==> src/rtl/arm_ctrl_pkg.sv <==
// -----------------------------------------------------------------------------
// arm_ctrl_pkg
// Shared types and encodings for the multicycle ARM control unit:
//   - state_t      : FSM states of the instruction sequencer
//   - ALU_*        : ALUControl encodings
//   - RES_*        : ResultSrc encodings
//   - SRCB_*       : ALUSrcB encodings
//   - IMM_*        : ImmSrc encodings
//   - OP_*, CMD_*  : instruction op / cmd field values
//   - COND_*       : condition-code field values
//   - cond_holds() : ARM condition table evaluated against NZCV
// -----------------------------------------------------------------------------
package arm_ctrl_pkg;

   typedef enum logic [3:0] {
      S_FETCH,
      S_DECODE,
      S_MEMADR,
      S_MEMREAD,
      S_MEMWB,
      S_MEMWRITE,
      S_EXECUTER,
      S_EXECUTEI,
      S_ALUWB,
      S_BRANCH
   } state_t;

   localparam logic [1:0] ALU_ADD = 2'b00;
   localparam logic [1:0] ALU_SUB = 2'b01;
   localparam logic [1:0] ALU_AND = 2'b10;
   localparam logic [1:0] ALU_ORR = 2'b11;

   localparam logic [1:0] RES_ALUOUT    = 2'b00;
   localparam logic [1:0] RES_READDATA  = 2'b01;
   localparam logic [1:0] RES_ALURESULT = 2'b10;

   localparam logic [1:0] SRCB_RD2    = 2'b00;
   localparam logic [1:0] SRCB_EXTIMM = 2'b01;
   localparam logic [1:0] SRCB_FOUR   = 2'b10;

   localparam logic [1:0] IMM_DP8   = 2'b00;
   localparam logic [1:0] IMM_MEM12 = 2'b01;
   localparam logic [1:0] IMM_BR24  = 2'b10;

   localparam logic [1:0] OP_DP  = 2'b00;
   localparam logic [1:0] OP_MEM = 2'b01;
   localparam logic [1:0] OP_BR  = 2'b10;

   localparam logic [3:0] CMD_AND = 4'b0000;
   localparam logic [3:0] CMD_SUB = 4'b0010;
   localparam logic [3:0] CMD_ADD = 4'b0100;
   localparam logic [3:0] CMD_CMP = 4'b1010;
   localparam logic [3:0] CMD_ORR = 4'b1100;

   localparam logic [3:0] COND_EQ = 4'b0000;
   localparam logic [3:0] COND_NE = 4'b0001;
   localparam logic [3:0] COND_CS = 4'b0010;
   localparam logic [3:0] COND_CC = 4'b0011;
   localparam logic [3:0] COND_MI = 4'b0100;
   localparam logic [3:0] COND_PL = 4'b0101;
   localparam logic [3:0] COND_VS = 4'b0110;
   localparam logic [3:0] COND_VC = 4'b0111;
   localparam logic [3:0] COND_HI = 4'b1000;
   localparam logic [3:0] COND_LS = 4'b1001;
   localparam logic [3:0] COND_GE = 4'b1010;
   localparam logic [3:0] COND_LT = 4'b1011;
   localparam logic [3:0] COND_GT = 4'b1100;
   localparam logic [3:0] COND_LE = 4'b1101;
   localparam logic [3:0] COND_AL = 4'b1110;

   // flags = {N,Z,C,V}. The reserved code 1111 never executes.
   function automatic logic cond_holds(input logic [3:0] cond, input logic [3:0] flags);
      logic n, z, c, v;
      {n, z, c, v} = flags;
      case (cond)
         COND_EQ: return z;
         COND_NE: return ~z;
         COND_CS: return c;
         COND_CC: return ~c;
         COND_MI: return n;
         COND_PL: return ~n;
         COND_VS: return v;
         COND_VC: return ~v;
         COND_HI: return c & ~z;
         COND_LS: return ~c | z;
         COND_GE: return n == v;
         COND_LT: return n != v;
         COND_GT: return ~z & (n == v);
         COND_LE: return z | (n != v);
         COND_AL: return 1'b1;
         default: return 1'b0;
      endcase
   endfunction

endpackage

==> src/rtl/multicycle_control_unit_cond_logic.sv <==
// -----------------------------------------------------------------------------
// cond_logic
// Architectural NZCV register plus the per-instruction condition latch.
// Build option: ARM_COND_EXEC_EN -- when defined the condition table is
// evaluated in DECODE and latched into cond_ex_r; when undefined every
// instruction executes (cond_ex_r tied to 1) and no condition logic exists.
// Ports:
//   clk, reset   : clock, synchronous active-high reset
//   cond         : Instr[31:28] of the current instruction
//   cond_latch   : capture the condition result (DECODE)
//   alu_flags    : {N,Z,C,V} from the ALU
//   flag_req     : an S-setting execute cycle is ending
//   cv_update    : the ALU op is ADD/SUB, so C and V are meaningful
//   flags        : current NZCV register
//   cond_ex_r    : latched "this instruction executes"
// -----------------------------------------------------------------------------
module cond_logic
   import arm_ctrl_pkg::*;
#(
   parameter logic [3:0] RESET_FLAGS = 4'b0000
) (
   input  logic       clk,
   input  logic       reset,
   input  logic [3:0] cond,
   input  logic       cond_latch,
   input  logic [3:0] alu_flags,
   input  logic       flag_req,
   input  logic       cv_update,
   output logic [3:0] flags,
   output logic       cond_ex_r
);

   // NOTE: sequential state is only ever assigned with <= so every register
   // samples the pre-edge values, independent of process ordering.
   always_ff @(posedge clk) begin
      if (reset) begin
         flags <= RESET_FLAGS;
      end else if (flag_req && cond_ex_r) begin
         flags[3:2] <= alu_flags[3:2];
         if (cv_update) flags[1:0] <= alu_flags[1:0];
      end
   end

`ifdef ARM_COND_EXEC_EN
   always_ff @(posedge clk) begin
      if (reset)           cond_ex_r <= 1'b0;
      else if (cond_latch) cond_ex_r <= cond_holds(cond, flags);
   end
`else
   assign cond_ex_r = 1'b1;

   logic unused_cond;
   assign unused_cond = ^{cond, cond_latch};
`endif

endmodule

==> src/rtl/multicycle_control_unit.sv <==
// -----------------------------------------------------------------------------
// multicycle_control_unit
// Sequencer for the multicycle ARM core: FETCH/DECODE/EXECUTE/WRITEBACK FSM,
// cmd decode, and the NZCV / condition unit (cond_logic).
// Build option: ARM_COND_EXEC_EN (see cond_logic).
// Ports:
//   CLK, RESET   : clock, synchronous active-high reset
//   Instr        : latched instruction
//   ALUFlags     : {N,Z,C,V} from the ALU
//   PCWrite, IRWrite, RegWrite, MemWrite : datapath write enables
//   AdrSrc, ResultSrc, ALUSrcA, ALUSrcB, ImmSrc, RegSrc, ALUControl : selects
//   Flags        : current NZCV register
// -----------------------------------------------------------------------------
module multicycle_control_unit
   import arm_ctrl_pkg::*;
#(
   parameter logic [3:0] RESET_FLAGS = 4'b0000
) (
   input  logic        CLK,
   input  logic        RESET,
   input  logic [31:0] Instr,
   input  logic [3:0]  ALUFlags,
   output logic        PCWrite,
   output logic        IRWrite,
   output logic        RegWrite,
   output logic        MemWrite,
   output logic        AdrSrc,
   output logic [1:0]  ResultSrc,
   output logic        ALUSrcA,
   output logic [1:0]  ALUSrcB,
   output logic [1:0]  ImmSrc,
   output logic [1:0]  RegSrc,
   output logic [1:0]  ALUControl,
   output logic [3:0]  Flags
);

   logic [3:0] cond, cmd, rd;
   logic [1:0] op;
   logic       i_bit, s_bit;

   assign cond  = Instr[31:28];
   assign op    = Instr[27:26];
   assign i_bit = Instr[25];
   assign cmd   = Instr[24:21];
   assign s_bit = Instr[20];
   assign rd    = Instr[15:12];

   logic unused_instr_bits;
   assign unused_instr_bits = ^{Instr[19:16], Instr[11:0]};

   // cmd decode: CMP and unsupported commands never write Rd; CMP always sets flags.
   logic [1:0] dp_alu;
   logic       no_write, s_eff;

   always_comb begin
      dp_alu   = ALU_ADD;
      no_write = 1'b0;
      s_eff    = s_bit;
      case (cmd)
         CMD_ADD: dp_alu = ALU_ADD;
         CMD_SUB: dp_alu = ALU_SUB;
         CMD_AND: dp_alu = ALU_AND;
         CMD_ORR: dp_alu = ALU_ORR;
         CMD_CMP: begin
            dp_alu   = ALU_SUB;
            no_write = 1'b1;
            s_eff    = 1'b1;
         end
         default: no_write = 1'b1;
      endcase
   end

   state_t state, state_next;
   logic   cond_ex_r;
   logic   executing;

   assign executing = (state == S_EXECUTER) || (state == S_EXECUTEI);

   cond_logic #(.RESET_FLAGS(RESET_FLAGS)) u_cond (
      .clk        (CLK),
      .reset      (RESET),
      .cond       (cond),
      .cond_latch (state == S_DECODE),
      .alu_flags  (ALUFlags),
      .flag_req   (executing && s_eff),
      .cv_update  ((dp_alu == ALU_ADD) || (dp_alu == ALU_SUB)),
      .flags      (Flags),
      .cond_ex_r  (cond_ex_r)
   );

   always_ff @(posedge CLK) begin
      if (RESET) state <= S_FETCH;
      else       state <= state_next;
   end

   // NOTE: every output and state_next gets a default before the case so no
   // path leaves a variable unassigned, which would infer a latch.
   always_comb begin
      state_next = state;
      PCWrite    = 1'b0;
      IRWrite    = 1'b0;
      RegWrite   = 1'b0;
      MemWrite   = 1'b0;
      AdrSrc     = 1'b0;
      ResultSrc  = RES_ALUOUT;
      ALUSrcA    = 1'b0;
      ALUSrcB    = SRCB_RD2;
      ImmSrc     = IMM_DP8;
      RegSrc     = 2'b00;
      ALUControl = ALU_ADD;

      case (state)
         S_FETCH: begin
            IRWrite    = 1'b1;
            PCWrite    = 1'b1;
            ALUSrcA    = 1'b1;
            ALUSrcB    = SRCB_FOUR;
            ResultSrc  = RES_ALURESULT;
            state_next = S_DECODE;
         end
         S_DECODE: begin
            ALUSrcA   = 1'b1;
            ALUSrcB   = SRCB_FOUR;
            ResultSrc = RES_ALURESULT;
            case (op)
               OP_MEM:  state_next = S_MEMADR;
               OP_DP:   state_next = i_bit ? S_EXECUTEI : S_EXECUTER;
               OP_BR:   state_next = S_BRANCH;
               default: state_next = S_FETCH;
            endcase
         end
         S_MEMADR: begin
            ALUSrcB    = SRCB_EXTIMM;
            ImmSrc     = IMM_MEM12;
            state_next = s_bit ? S_MEMREAD : S_MEMWRITE;
         end
         S_MEMREAD: begin
            AdrSrc     = 1'b1;
            state_next = S_MEMWB;
         end
         S_MEMWB: begin
            ResultSrc  = RES_READDATA;
            RegWrite   = cond_ex_r;
            state_next = S_FETCH;
         end
         S_MEMWRITE: begin
            AdrSrc     = 1'b1;
            RegSrc     = 2'b10;
            MemWrite   = cond_ex_r;
            state_next = S_FETCH;
         end
         S_EXECUTER: begin
            ALUSrcB    = SRCB_RD2;
            ALUControl = dp_alu;
            state_next = S_ALUWB;
         end
         S_EXECUTEI: begin
            ALUSrcB    = SRCB_EXTIMM;
            ImmSrc     = IMM_DP8;
            ALUControl = dp_alu;
            state_next = S_ALUWB;
         end
         S_ALUWB: begin
            ResultSrc  = RES_ALUOUT;
            RegWrite   = cond_ex_r & ~no_write;
            PCWrite    = cond_ex_r & ~no_write & (rd == 4'd15);
            state_next = S_FETCH;
         end
         S_BRANCH: begin
            RegSrc     = 2'b01;
            ALUSrcB    = SRCB_EXTIMM;
            ImmSrc     = IMM_BR24;
            ResultSrc  = RES_ALURESULT;
            PCWrite    = cond_ex_r;
            state_next = S_FETCH;
         end
         default: state_next = S_FETCH;
      endcase

      // A reset cycle must never commit anything, whatever state it lands in.
      if (RESET) begin
         PCWrite  = 1'b0;
         IRWrite  = 1'b0;
         RegWrite = 1'b0;
         MemWrite = 1'b0;
      end
   end

endmodule

==> config.mk <==
export PLATFORM = sky130hd
export DESIGN_NAME = multicycle_control_unit
export DESIGN_NICKNAME = d
export VERILOG_FILES = /design/src/rtl/arm_ctrl_pkg.sv /design/src/rtl/multicycle_control_unit_cond_logic.sv /design/src/rtl/multicycle_control_unit.sv
export SDC_FILE = /design/constraint.sdc
export NUM_CORES = 1
export LEC_CHECK = 0
export CORE_AREA = 4 4 51 53
export DETAILED_ROUTE_END_ITERATION = 7
export DIE_AREA = 0 0 55 57
export PLACE_DENSITY = 0.8
export SYNTH_ARGS = -nofsm -noshare
export SYNTH_HDL_FRONTEND = slang
export SYNTH_SLANG_ARGS = --single-unit
==> constraint.sdc <==
create_clock -name CLK -period 2.26 [get_ports CLK]
set_clock_uncertainty 0.2 [all_clocks]
set_input_delay 0.678 -clock CLK [delete_from_list [all_inputs] [get_ports CLK]]
set_output_delay 0.678 -clock CLK [all_outputs]
set_load 0.05 [all_outputs]
==> impl_results.html <==
<table>
<tr><th>Metric</th><th>Value</th></tr>
<tr><th colspan="2">Run status</th></tr>
<tr><td>Status</td><td>finished with violations</td></tr>
<tr><td>Failing checks</td><td>negative setup slack</td></tr>
<tr><th colspan="2">Synth</th></tr>
<tr><td>FFs w/ async S/R, synth</td><td>0</td></tr>
<tr><td>Synth Instances</td><td>78</td></tr>
<tr><td>Adder and majority cell fraction of the synthesized area</td><td>0</td></tr>
<tr><td>Most instantiated library cell after synthesis</td><td>nor2_1</td></tr>
<tr><td>Netlist cell types</td><td>29</td></tr>
<tr><td>Total of flip-flops plus latches after synthesis</td><td>8</td></tr>
<tr><td>Yosys warnings</td><td>0</td></tr>
<tr><td>Area contributors post-synth</td><td>dfxtp_1 (27%), nor2_1 (7.6%), a21oi_1 (5.9%), o21ai_0 (5.1%), nand2b_1 (4.2%)</td></tr>
<tr><td>Dominant register cell in the synthesized netlist</td><td>dfxtp_1</td></tr>
<tr><td>Post-Synth Simple-Gate Area</td><td>0.373</td></tr>
<tr><td>Leading area contributor after synthesis</td><td>dfxtp_1</td></tr>
<tr><td>Part of the Yosys area used for sequential elements</td><td>0.271</td></tr>
<tr><td>Dominant combinational cell family by area after synthesis</td><td>simple AND/OR/NAND/NOR gates</td></tr>
<tr><td>Xor and xnor fraction of the mapped netlist area</td><td>0.0297</td></tr>
<tr><td>Synthesized area per cell</td><td>7.57 µm²</td></tr>
<tr><td>Share of the synthesized area in compound gates (AO/OA/AOI/OAI)</td><td>0.195</td></tr>
<tr><td>Synthesized netlist net count</td><td>116</td></tr>
<tr><td>Commonest cells post-synth</td><td>nor2_1 (12), dfxtp_1 (8), a21oi_1 (7), o21ai_0 (6)</td></tr>
<tr><td>Share of the synthesized area in the top cell type</td><td>0.271</td></tr>
<tr><td>Mux contribution to synthesized area</td><td>0.0530</td></tr>
<tr><td>EDFF count, synth</td><td>0</td></tr>
<tr><td>Netlist area before placement</td><td>591 µm²</td></tr>
<tr><th colspan="2">Timing</th></tr>
<tr><td>Tmin final</td><td>2.41 ns</td></tr>
<tr><td>Headroom to the max-slew limit</td><td>0.708</td></tr>
<tr><td>Worst slew pin tran</td><td>0.433 ns</td></tr>
<tr><td>Number of failing setup endpoints in the final timing report</td><td>5</td></tr>
<tr><td>Unrepaired setup endpoints after global routing</td><td>true</td></tr>
<tr><td>Maximum frequency from static timing analysis</td><td>414 MHz</td></tr>
<tr><td>Final count of pins violating max slew</td><td>0</td></tr>
<tr><td>Final Hold Fails</td><td>0</td></tr>
<tr><td>Post-route worst setup slack</td><td>-0.153 ns</td></tr>
<tr><td>Final cycle utilization of the critical path</td><td>1.07</td></tr>
<tr><th colspan="2">Critical path</th></tr>
<tr><td>Data arrival time of the critical path</td><td>1.54 ns</td></tr>
<tr><td>Maximum fanout along the worst path</td><td>5</td></tr>
<tr><td>Kind of end point of the critical path</td><td>output pin</td></tr>
<tr><td>Kind of start point of the critical path</td><td>primary input</td></tr>
<tr><td>Required time of the worst setup path</td><td>1.38 ns</td></tr>
<tr><td>Kind of critical path</td><td>in -&gt; out</td></tr>
<tr><th colspan="2">Die</th></tr>
<tr><td>Overall die area</td><td>3140 µm²</td></tr>
<tr><td>I/O Pins</td><td>58</td></tr>
<tr><td>Width of the die</td><td>55 µm</td></tr>
<tr><td>Die Span Y</td><td>57 µm</td></tr>
<tr><td>Placeable Area</td><td>2150 µm²</td></tr>
<tr><td>Number of rows in the core area</td><td>17</td></tr>
<tr><td>Effective utilization at floorplan</td><td>0.275</td></tr>
<tr><th colspan="2">Global routing</th></tr>
<tr><td>Maximum number of pins on one net before global-route repair</td><td>8</td></tr>
<tr><td>Vias in the first global route</td><td>861</td></tr>
<tr><td>Wire length of the first global-routing pass</td><td>3.59 mm</td></tr>
<tr><td>Initial antenna violation count</td><td>0</td></tr>
<tr><td>Global-route congestion overflow total</td><td>0</td></tr>
<tr><td>Global router's overall resource usage</td><td>0.154</td></tr>
<tr><th colspan="2">Layout</th></tr>
<tr><td>Antenna cells</td><td>0</td></tr>
<tr><td>Syn-to-layout area delta</td><td>141%</td></tr>
<tr><td>Layout cell share with drive strength beyond 1</td><td>0.571</td></tr>
<tr><td>Final net count</td><td>173</td></tr>
<tr><th colspan="2">Clock tree</th></tr>
<tr><td>Sinks on the clock net</td><td>8</td></tr>
<tr><td>Buffers from clock root to sink, at most</td><td>2</td></tr>
<tr><td>CTS Root Buffer Type</td><td>clkbuf_4</td></tr>
<tr><td>TritonCTS clock tree</td><td>yes</td></tr>
<tr><td>Clock network latency to the later pin of the worst-skew pair</td><td>0.25 ns</td></tr>
<tr><td>Number of hold buffers added after cts</td><td>0</td></tr>
<tr><td>CTS Buf Count</td><td>3</td></tr>
<tr><td>Clock-pin slew of the registers on the worst-case setup and hold paths</td><td>0.05 ns</td></tr>
<tr><td>Number of H-tree branching levels</td><td>1</td></tr>
<tr><th colspan="2">Power</th></tr>
<tr><td>Leakage power figure</td><td>0.650 nW</td></tr>
<tr><td>Power density normalized to cell area</td><td>413 nW/µm²</td></tr>
<tr><td>Tot Pwr</td><td>0.589 mW</td></tr>
<tr><td>VDD IR-drop max</td><td>0.240 mV</td></tr>
<tr><th colspan="2">Place</th></tr>
<tr><td>GP Congestion</td><td>0.712</td></tr>
<tr><td>Placement Setup Slack</td><td>-0.663 ns</td></tr>
<tr><td>Port-buffer cells</td><td>37</td></tr>
<tr><td>DPL Wire Length</td><td>1.83 mm</td></tr>
<tr><th colspan="2">Drt</th></tr>
<tr><td>Initial DRT Pass Iterations</td><td>4</td></tr>
<tr><td>Final wirelength</td><td>2.40 mm</td></tr>
<tr><td>Total via count in the routed design</td><td>798</td></tr>
<tr><td>Number of nets still failing antenna checks after routing</td><td>0</td></tr>
<tr><td># DRC</td><td>0</td></tr>
<tr><td>Violation count after the first detailed-routing iteration</td><td>12</td></tr>
<tr><td>Detail-routed net length per standard cell</td><td>14.9 µm</td></tr>
<tr><td>Via/cell ratio</td><td>4.96</td></tr>
<tr><th colspan="2">Job</th></tr>
<tr><td>Count of max-cap constraint violations</td><td>0</td></tr>
<tr><th colspan="2">Hold path</th></tr>
<tr><td>Path type of the worst min-delay path</td><td>reg -&gt; reg</td></tr>
</table>
==> cell type report <==
cell class              instances  area, µm²
clock buffers                   3       22.5
fillers                       159        724
inverters                       4       17.5
multi-input cells              61        505
flip-flops and latches          8        168
well taps                      28       35.0
repair buffers                 57        676
==> registers in the layout, summed over array words and instances, names as in the netlist <==
register,cells
state,4
u_cond.flags,4
==> placed cells by master (no fill, tap or decap), types with 2 or more instances in the layout <==
cell and count:
nand2b_1 2, buf_2 2, a21o_1 2, nand2_4 2
dfxtp_1 4, buf_8 2, inv_1 3, buf_4 21
nor2_2 4, nor2_1 6, dfxtp_2 3, mux2i_1 2
or2_2 2, o21ai_0 4, clkbuf_4 3, nor3_1 2
nand2_1 2, clkdlybuf4s50_1 8, nor4_1 2, or3b_1 2
buf_6 3, a21oi_1 5, nand2b_4 2, nor2_4 2
buf_12 16, dlygate4sd2_1 5
==> where the power goes <==
part | internal [mW] | switching (mW)
sequential | 0.148 | 0.0107
combinational | 0.155 | 0.166
clock | 0.0608 | 0.0484
==> critical path: stages <==
cell and delay [ns]:
buf_8 0.11, buf_6 0.11, mux2_4 0.26, nor3_4 0.21, buf_12 0.16
==> final timing paths <==
check	start	to	slack, ns	cells past startpoint
setup / recovery	Instr[23]	ALUControl[0]	-0.15	5
hold / removal	u_cond.flags[0]	u_cond.flags[0]	0.31	2
setup reg to reg	state[3]	u_cond.flags[1]	0.59	5
hold reg to reg	u_cond.flags[0]	u_cond.flags[0]	0.31	2
==> stage by stage <==
step | area (µm²) | std cells | util | hold slack (ns) | TNS (ns)
2_1_floorplan | 653 | 78 | - | 0.325 | -1.00
3_3_place_gp | 1310 | 155 | 0.607 | 0.270 | -3.70
5_1_grt | 1420 | 161 | 0.663 | 0.326 | -0.838
3_5_place_dp | 1310 | 155 | 0.607 | 0.281 | -3.97
6_report | 1420 | 161 | 0.663 | 0.307 | -0.493
4_1_cts | 1370 | 159 | 0.638 | 0.308 | -0.543
==> cells by family after synthesis <==
kind of cell | count (synthesis)
AO/OA/AOI/OAI | 18
XOR/XNOR | 2
buffers and inverters | 9
flip-flops | 8
multiplexers | 3
AND/OR/NAND/NOR | 38
==> what timing repair did <==
action | CTS | global route
resized for setup | 39 | 10
pin swaps | 7 | 5
buffers inserted | 1 | 2
endpoints found under the setup margin | 13 | 11
==> layer usage <==
layer | part of all wire | GRT usage | vias to the layer above | wire, µm
li1 | - | - | 382 | -
met1 | 0.36 | 0.144 | 365 | 860
met4 | 0.029 | 0.0451 | 0 | 70
met2 | 0.54 | 0.304 | 42 | 1300
met5 | 0 | 0 | - | 0
met3 | 0.071 | 0.0444 | 9 | 171
(Power assumes the default switching activity.)
